$ cat src/rtl/serial_adder.sv
// Bit-serial adder: one full-adder slice and a carry flip-flop, iterated LSB-first
// over WIDTH cycles, with start/ready on the input side and valid/ack on the output side.
module serial_adder #(
    parameter int WIDTH = 8
) (
    input  logic             clk,
    input  logic             rst,
    input  logic             start,
    input  logic [WIDTH-1:0] A,
    input  logic [WIDTH-1:0] B,
    input  logic             Cin,
    output logic             ready,
    output logic             busy,
    output logic             out_valid,
    input  logic             out_ack,
    output logic [WIDTH-1:0] Sum,
    output logic             Cout
);

    localparam int CW = $clog2(WIDTH) + 1;

    typedef enum logic [1:0] {
        IDLE  = 2'd0,
        SHIFT = 2'd1,
        DONE  = 2'd2
    } state_t;

    state_t           state_reg;
    logic [WIDTH-1:0] a_sh_reg;
    logic [WIDTH-1:0] b_sh_reg;
    logic [WIDTH-1:0] s_sh_reg;
    logic [WIDTH-1:0] s_sh_next;
    logic             c_reg;
    logic [CW-1:0]    cnt_reg;
    logic [WIDTH-1:0] sum_reg;
    logic             cout_reg;
    logic             s_bit;
    logic             co_bit;

    // Full-adder slice on the current LSBs and the stored carry.
    always_comb begin
        s_bit  = a_sh_reg[0] ^ b_sh_reg[0] ^ c_reg;
        co_bit = (a_sh_reg[0] & b_sh_reg[0]) | (a_sh_reg[0] & c_reg) | (b_sh_reg[0] & c_reg);
        // New sum bit enters at the MSB so the LSB-first stream lands in place after WIDTH shifts.
        s_sh_next = (s_sh_reg >> 1) | (WIDTH'(s_bit) << (WIDTH - 1));
    end

    always_ff @(posedge clk or posedge rst) begin
        if (rst) begin
            state_reg <= IDLE;
            a_sh_reg  <= '0;
            b_sh_reg  <= '0;
            s_sh_reg  <= '0;
            c_reg     <= 1'b0;
            cnt_reg   <= '0;
            sum_reg   <= '0;
            cout_reg  <= 1'b0;
        end else begin
            case (state_reg)
                IDLE: begin
                    if (start) begin
                        a_sh_reg  <= A;
                        b_sh_reg  <= B;
                        c_reg     <= Cin;
                        cnt_reg   <= '0;
                        state_reg <= SHIFT;
                    end
                end
                SHIFT: begin
                    c_reg    <= co_bit;
                    a_sh_reg <= a_sh_reg >> 1;
                    b_sh_reg <= b_sh_reg >> 1;
                    s_sh_reg <= s_sh_next;
                    cnt_reg  <= cnt_reg + CW'(1);
                    if (cnt_reg == CW'(WIDTH - 1)) begin
                        sum_reg   <= s_sh_next;
                        cout_reg  <= co_bit;
                        state_reg <= DONE;
                    end
                end
                DONE: begin
                    // A start coinciding with the ack is dropped; the next one is taken from IDLE.
                    if (out_ack) begin
                        state_reg <= IDLE;
                    end
                end
                default: state_reg <= IDLE;
            endcase
        end
    end

    assign ready     = (state_reg == IDLE);
    assign busy      = (state_reg == SHIFT);
    assign out_valid = (state_reg == DONE);
    assign Sum       = sum_reg;
    assign Cout      = cout_reg;

endmodule
$ cat config.mk
export PLATFORM = sky130hd
export DESIGN_NAME = serial_adder
export DESIGN_NICKNAME = d
export VERILOG_FILES = /design/src/rtl/serial_adder.sv
export SDC_FILE = /design/constraint.sdc
export NUM_CORES = 1
export LEC_CHECK = 0
export CORE_MARGIN = 4
export CORE_UTILIZATION = 25
export CTS_CLUSTER_DIAMETER = 100
export CTS_CLUSTER_SIZE = 12
export DETAILED_ROUTE_END_ITERATION = 12
export PLACE_DENSITY_LB_ADDON = 0.15
export SYNTH_ARGS = -nofsm -noshare
export SYNTH_HDL_FRONTEND = slang
export SYNTH_SLANG_ARGS = --single-unit
$ cat constraint.sdc
create_clock -name clk -period 2.8 [get_ports clk]
set_input_delay 0.28 -clock clk [delete_from_list [all_inputs] [get_ports clk]]
set_output_delay 0.28 -clock clk [all_outputs]
set_load 0.1 [all_outputs]
Word level (Yosys, flattened, before mapping):

Cells that the tools add are included.

* bits in registers: 40
* bits of input ports: 21

* add/sub/neg operators: 1
* reductions and logical operators: 5
* muxes and demuxes: 12
* eq/ne operators: 6
* bitwise gates (word level): 8

Operator list (number)
* 8-bit one-hot mux with 2 select lines: 2
* 8-bit two-way mux: 2
* 7-bit by 8-bit OR with 8-bit output: 1
* 4-bit one-hot mux with 2 select lines: 1
* 2-bit two-way mux: 3
* 2-bit one-hot mux with 3 select lines: 1
* 4-bit by 1-bit adder with 4-bit output (second input constant): 1
* 4-bit by 3-bit equality test with 1-bit output (second input constant): 1
* 4-bit two-way mux: 1
* 2-bit by 1-bit inequality test with 1-bit output (second input constant): 2
* 2-bit AND reduction: 2
* 1-bit bitwise AND: 3
* 3-bit AND reduction: 1
* 2-bit by 1-bit equality test with 1-bit output (second input constant): 1
* 2-bit equality test (second input constant): 1
* 2-bit logical NOT: 1
* 2-bit inequality test (second input constant): 1
* 1-bit OR: 2
* 1-bit one-hot mux with 2 select lines: 1
* 2-bit nonzero test: 1
* 1-bit XOR: 2
* 1-bit two-way mux: 1

Longest topological paths before layout:

Gate-level depths: netlist of the first run.

* depth after elaboration: 4
* depth in mapped cells: 5
* depth with buffers taken out: 4

Worst setup path before layout of the first run:

No wires, ideal clock.

* path type: reg2reg
* start point: reg state_reg[0]
* end point: reg a_sh_reg[7]
* setup time: 0.073 ns
* clock period less this slack: 2.273 ns
* cell stages (with the launch flop): 4
* data arrival time: 2.201 ns
* slack: 0.527 ns
* path through: dfrtp_1 -> buf_2 -> nor2_1 -> a32o_1

* cells in the longest elaborated chain, start to end: 3

Ends and longest elaborated chain
* from (decl): line 28 `state_t state_reg;`
* from (signal assigned): line 50 `state_reg <= IDLE;`
* from (signal assigned): line 66 `state_reg <= SHIFT;`
* from (signal assigned): line 78 `state_reg <= DONE;`
* 2-bit logical NOT (*)
* via ready: line 12 `output logic ready,`
* 2-bit inequality test (no source line) / 2-bit nonzero test (equally long branches)
* 2-bit AND reduction (no source line)
* to (signal assigned): line 71 `a_sh_reg <= a_sh_reg >> 1;`
* to (decl): line 29 `logic [WIDTH-1:0] a_sh_reg;`

The timed path passes the listed nets; every way through them passes the cells marked *.
A chain may end at the register's enable or synchronous reset.

Worst setup path in the final report of the first run:

* start point: reg state_reg[1]
* end point: reg sum_reg[6] (netlist: Sum[6])

* cells in the longest elaborated chain, start to end: 2

Ends and longest elaborated chain
* 2-bit by 1-bit equality test with 1-bit output: line 59 `case (state_reg)`
* 2-bit AND reduction (no source line)
* to (signal assigned): line 76 `sum_reg <= s_sh_next;`
* to (decl): line 35 `logic [WIDTH-1:0] sum_reg;`

Every way passes these cells.

==> flow_summary.toml, run 1 <==
[sta]
hold_ws_ns = 0.406
period_share_pct = 73.7
slew_viol_final = 0
rsz0062_at_grt = "no"
relSlewSlack_pct = 46.5
fin_tns_setup_ns = 0
tightest_slew_ns = 0.800
finalClockSkew_ns = 0.00634
period_needed_ns = 2.06
finalHoldViolCount = 0
setup_slack_ns = 0.735
fmax_ghz = 0.484
setup_viol = 0

[die]
initial_core_util_pct = 26.3
io_pins = 33
die_w_microns = 91.0
core_area_sq_um = 6530
fp.dieH_microns = 91.0
dieArea_sq_um = 8270
placementRows = 29

[drt]
antenna_left = 0
drc = 0
wire_per_inst_microns = 13.9
drtIter0Drc = 45
dr.pass1.iters = 4
vias = 1244
totalWireLength_microns = 3610
viasPerCell = 4.78

[synth]
synth_warnings = 0
synth_nets = 171
ys_async_sr_fraction_pct = 100
synth_cells = 148
synthTopCellsByArea = "dfrtp_1 (57%), mux2_2 (11%), and3b_1 (6.1%)"
synth_common_cells = "dfrtp_1 (39), mux2_2 (17), nand2_1 (16)"
ys_types = 26
yosysMostFrequentCell = "dfrtp_1"
ys_ff_latch = 39
synth.largest_area_cell = "dfrtp_1"
synthesis.area_sq_um = 1720
synth.top_cell.area_share_pct = 56.7
synth_edf_count = 0
syn_avg_cell_area_sq_um = 11.6
synth_flop_cell = "dfrtp_1"
ys_seq_area_share_pct = 56.7

[setup_path]
crit_path_end_kind = "flip-flop"
cp_data_arrival_time_ns = 2.24
r2r.worst_path.cells = 3
r2r_setup_slack_ns = 0.74
endpoint = "Sum[6]"
rr_startpoint = "state_reg[1]"
cp.required_ns = 2.98
r2r-end = "Sum[6]"
worstPathMaxFanout = 20
cp-startpoint = "state_reg[1]"
critPathKind = "flip-flop to flip-flop"
cp-start-kind = "flip-flop"

[clock_tree]
numCtsBuffers = 5
cts_hold_buf = 0
cts_tree = "done"
post-cts-setup-buffer-count = 0
insertion_delay_ns = 0.29
clock-sinks = 39
cts_resized = 0
cts-root-buf = "clkbuf_8"
cts_max_path_buffers = 2
clk_pin_slew_worst_paths_ns = 0.08
h-tree-depth = 2

[place]
dp_cells = 252
gp_congestion = 0.658
io_buffers = 32
place_ws_ns = 0.668
dpl.hpwl_microns = 2490

[power_and_ir_drop]
powerDensity_nw_per_um2 = 1170
p_leak_uw = 0.00104
ir_drop_mv = 0.266

[grt]
grt_first_pass_wirelength_microns = 6410
grt_pass1_vias = 1299
antenna_found_initial = 0
grt_overflow = 0
grt_start_max_net_pins = 40
grt_usage_pct = 9.44

[cells_and_area]
utilization_pct = 34.1
layout.cells.non_filler = 260
drive_gt1_share_pct = 23.5
nNetsFinal = 205
antenna_cells = 0
fillers = 676
area_delta_synth_final_pct = 29.4

[flow_run]
cap_violations = 0

[status]
status = "completed"

[worst_hold_path]
hp-class = "input port to asynchronous set/reset pin"
==> layer usage <==
layer  track usage (%)  part of all wire, %  up-vias
met5                 0                    0        -
met1              12.8                   47      609
met4              3.02                  1.1        0
met2              14.2                   45       37
li1                  -                    -      593
met3              3.14                  6.6        5
==> kinds of logic (layout without fill, tap and decap cells) <==
| kind of cell | count (synthesis) | count (layout) | synth area share (%) |
|---|---|---|---|
| compound gates | 39 | 39 | 13.2 |
| mux | 18 | 18 | 11.7 |
| flops | 39 | 39 | 56.7 |
| buf+inv | 13 | 48 | 3.49 |
| simple gates | 37 | 37 | 12.9 |
| fa+ha+maj | 2 | 2 | 1.89 |
==> cell type report <==
class	count	area [sq um]	area share [%]
clock buffers	6	82.6	3.71
clock inverters	2	35.0	1.57
inverters	3	11.3	0.506
multi-input cells	96	684	30.7
flip-flops and latches	39	976	43.8
well taps	77	96.3	4.33
repair buffers	37	340	15.3
==> through the flow <==
step                      area, sq um  total power (uW)
after detailed placement         2110              2150
after global routing             2230              2780
after CTS                        2230              2650
after floorplan                  1720              1850
final                            2230              2600
after global placement           2110              2120
==> power by group <==
group / switching (uW) / leakage, uW / internal, uW
logic: 754 / 0.000479 / 412
clock network: 197 / 0.0000612 / 288
registers: 165 / 0.000501 / 787
==> cell usage in the layout (no fill, tap or decap) <==
master	n
clkbuf_8	6
a22o_1	2
nand2_1	16
fa_1	1
o21bai_1	1
nor2_1	2
nor2b_1	2
buf_12	1
clkinv_2	1
nand3_1	1
nor3b_2	1
and3b_1	12
o21ai_0	15
a21o_1	1
a21oi_1	14
a22oi_1	3
clkdlybuf4s50_1	20
bufinv_16	1
mux2_2	17
dfrtp_1	39
and2b_1	1
nand2b_1	1
inv_1	3
buf_4	16
nand4_1	1
a32o_1	2
mux2i_1	1
a211oi_1	1
ha_1	1
==> critical path, cell delays in order (launching register included) <==
cell     delay, ns
dfrtp_1       0.58
and2b_1       0.30
nor3b_2       0.66
mux2_2        0.41
==> worst min path at each step <==
stage	endpoint	slack [ns]	cells after the start
6_report	Sum[1]	0.41	3
3_5_place_dp	b_sh_reg[1]	0.47	2
2_1_floorplan	state_reg[1]	0.43	2
5_1_grt	Sum[1]	0.48	3
4_1_cts	Sum[1]	0.43	3
3_3_place_gp	a_sh_reg[5]	0.47	2
(Power assumes the default switching activity.)
==> run 2, diff against run 1 <==
==> constraint.sdc (replaced) <==
create_clock -name clk -period 1.95 [get_ports clk]
set_input_delay 0.195 -clock clk [delete_from_list [all_inputs] [get_ports clk]]
set_output_delay 0.195 -clock clk [all_outputs]
set_load 0.1 [all_outputs]
==> flow_summary.toml, run 2 (same netlist as run 1, synthesis figures left out) <==
[status]
status = "completed"

[drt]
dr.pass1.iters = 4
drc = 0
viasPerCell = 4.68
antenna_left = 0
wire_per_inst_microns = 14.1
totalWireLength_microns = 3690
vias = 1226
drtIter0Drc = 39

[place]
dpl.hpwl_microns = 2480
io_buffers = 32
place_ws_ns = 0.360
gp_congestion = 0.766

[sta]
tightest_slew_ns = 0.498
slew_viol_final = 0
fin_tns_setup_ns = 0
setup_slack_ns = 0.361
rsz0062_at_grt = "no"
fmax_ghz = 0.629
relSlewSlack_pct = 66.8
finalClockSkew_ns = 0.00743
setup_viol = 0
period_needed_ns = 1.59
period_share_pct = 81.5
finalHoldViolCount = 0

[power_and_ir_drop]
p_leak_uw = 0.00104
p_int_uw = 1990
seqPwrFrac_pct = 36.8
switching_share_pct = 45.0
power.switching_uw = 1630
pwr-share-clk_pct = 15.1
ir_drop_mv = 0.462
total_power_uw = 3620
pwr-share-comb_pct = 48.1
powerDensity_nw_per_um2 = 1620

[cells_and_area]
utilization_pct = 34.3
drive_gt1_share_pct = 25.4
fillers = 652
final_cell_mix = "dfrtp_1 (39), clkdlybuf4s50_1 (20), mux2_2 (17)"
antenna_cells = 0
nNetsFinal = 207
area_delta_synth_final_pct = 30.3
layout_commonest_cell = "dfrtp_1"

[clock_tree]
numCtsBuffers = 5
cts_resized = 0
post-cts-setup-buffer-count = 0
cts_hold_buf = 0
clock-sinks = 39
insertion_delay_ns = 0.29
cts_tree = "done"
cts_max_path_buffers = 2
clk_pin_slew_worst_paths_ns = 0.08
h-tree-depth = 2
cts-root-buf = "clkbuf_8"

[setup_path]
cp_data_arrival_time_ns = 1.39
crit_path_end_kind = "output port"
cp-start-kind = "flip-flop"
worstPathMaxFanout = 32
cp.required_ns = 1.75
critPathKind = "flip-flop to output port"

[grt]
grt_first_pass_wirelength_microns = 6380
grt_use_met3_pct = 3.22
grt_pass1_vias = 1345
antenna_found_initial = 0
grt.busiest_layer = "met2"
grt_start_max_net_pins = 40
grt.met2_usage_pct = 15.1
grt_overflow = 0
grt_usage_pct = 9.54
grt_use_met1_pct = 11.8

[die]
placementRows = 29
core_area_sq_um = 6530
initial_core_util_pct = 26.3
fp.dieH_microns = 91.0
dieArea_sq_um = 8270
die_w_microns = 91.0
io_pins = 33

[flow_run]
cap_violations = 0

[worst_hold_path]
hp-class = "input port to asynchronous set/reset pin"
==> run 2: worst paths after layout <==
check                             start          end  slack [ns]  cells past startpoint
setup / recovery           state_reg[0]    out_valid        0.36                      3
hold / removal                      rst  s_sh_reg[2]        0.32                      3
setup reg to reg             cnt_reg[0]       Sum[5]        0.40                      5
hold reg to reg             a_sh_reg[1]  a_sh_reg[1]        0.49                      2
max in group asynchronous           rst   cnt_reg[1]        1.27                      3
min in group clk            a_sh_reg[1]  a_sh_reg[1]        0.49                      2
==> run 2: area by class of cell <==
cell class	instances	area, sq um	share of cell area [%]
inverter	3	11.3	0.502
clock inverter	3	20.0	0.893
multi-input combinational	96	689	30.7
timing repair buffer	39	380	17.0
clock buffer	5	68.8	3.07
tap	77	96.3	4.30
sequential	39	976	43.5
==> run 2: critical path, stage by stage (launching register included) <==
cell and delay, ns:
dfrtp_1 0.41, buf_4 0.24, nor2b_2 0.23, buf_12 0.20
==> run 2: power groups by stage <==
stage	Sequential [uW]	Clock (uW)	Combinational, uW
after floorplan	1870	0	787
after global placement	1340	0	1730
after detailed placement	1350	0	1770
after CTS	1340	574	1770
after global routing	1380	602	1860
final	1330	547	1740
==> run 2: through the flow <==
step / cells / hold WS, ns / instance area [sq um]
2_1_floorplan: 148 / 0.350 / 1730
4_1_cts: 262 / 0.340 / 2240
3_3_place_gp: 254 / 0.468 / 2150
3_5_place_dp: 254 / 0.472 / 2150
6_report: 262 / 0.324 / 2240
5_1_grt: 262 / 0.374 / 2240
==> run 2: routing by layer <==
layer | wire, microns | part of all wire [%] | vias up
met2 | 1680 | 45 | 29
met5 | 0 | 0 | -
met4 | 61 | 1.7 | 0
li1 | - | - | 592
met1 | 1770 | 48 | 599
met3 | 178 | 4.8 | 6
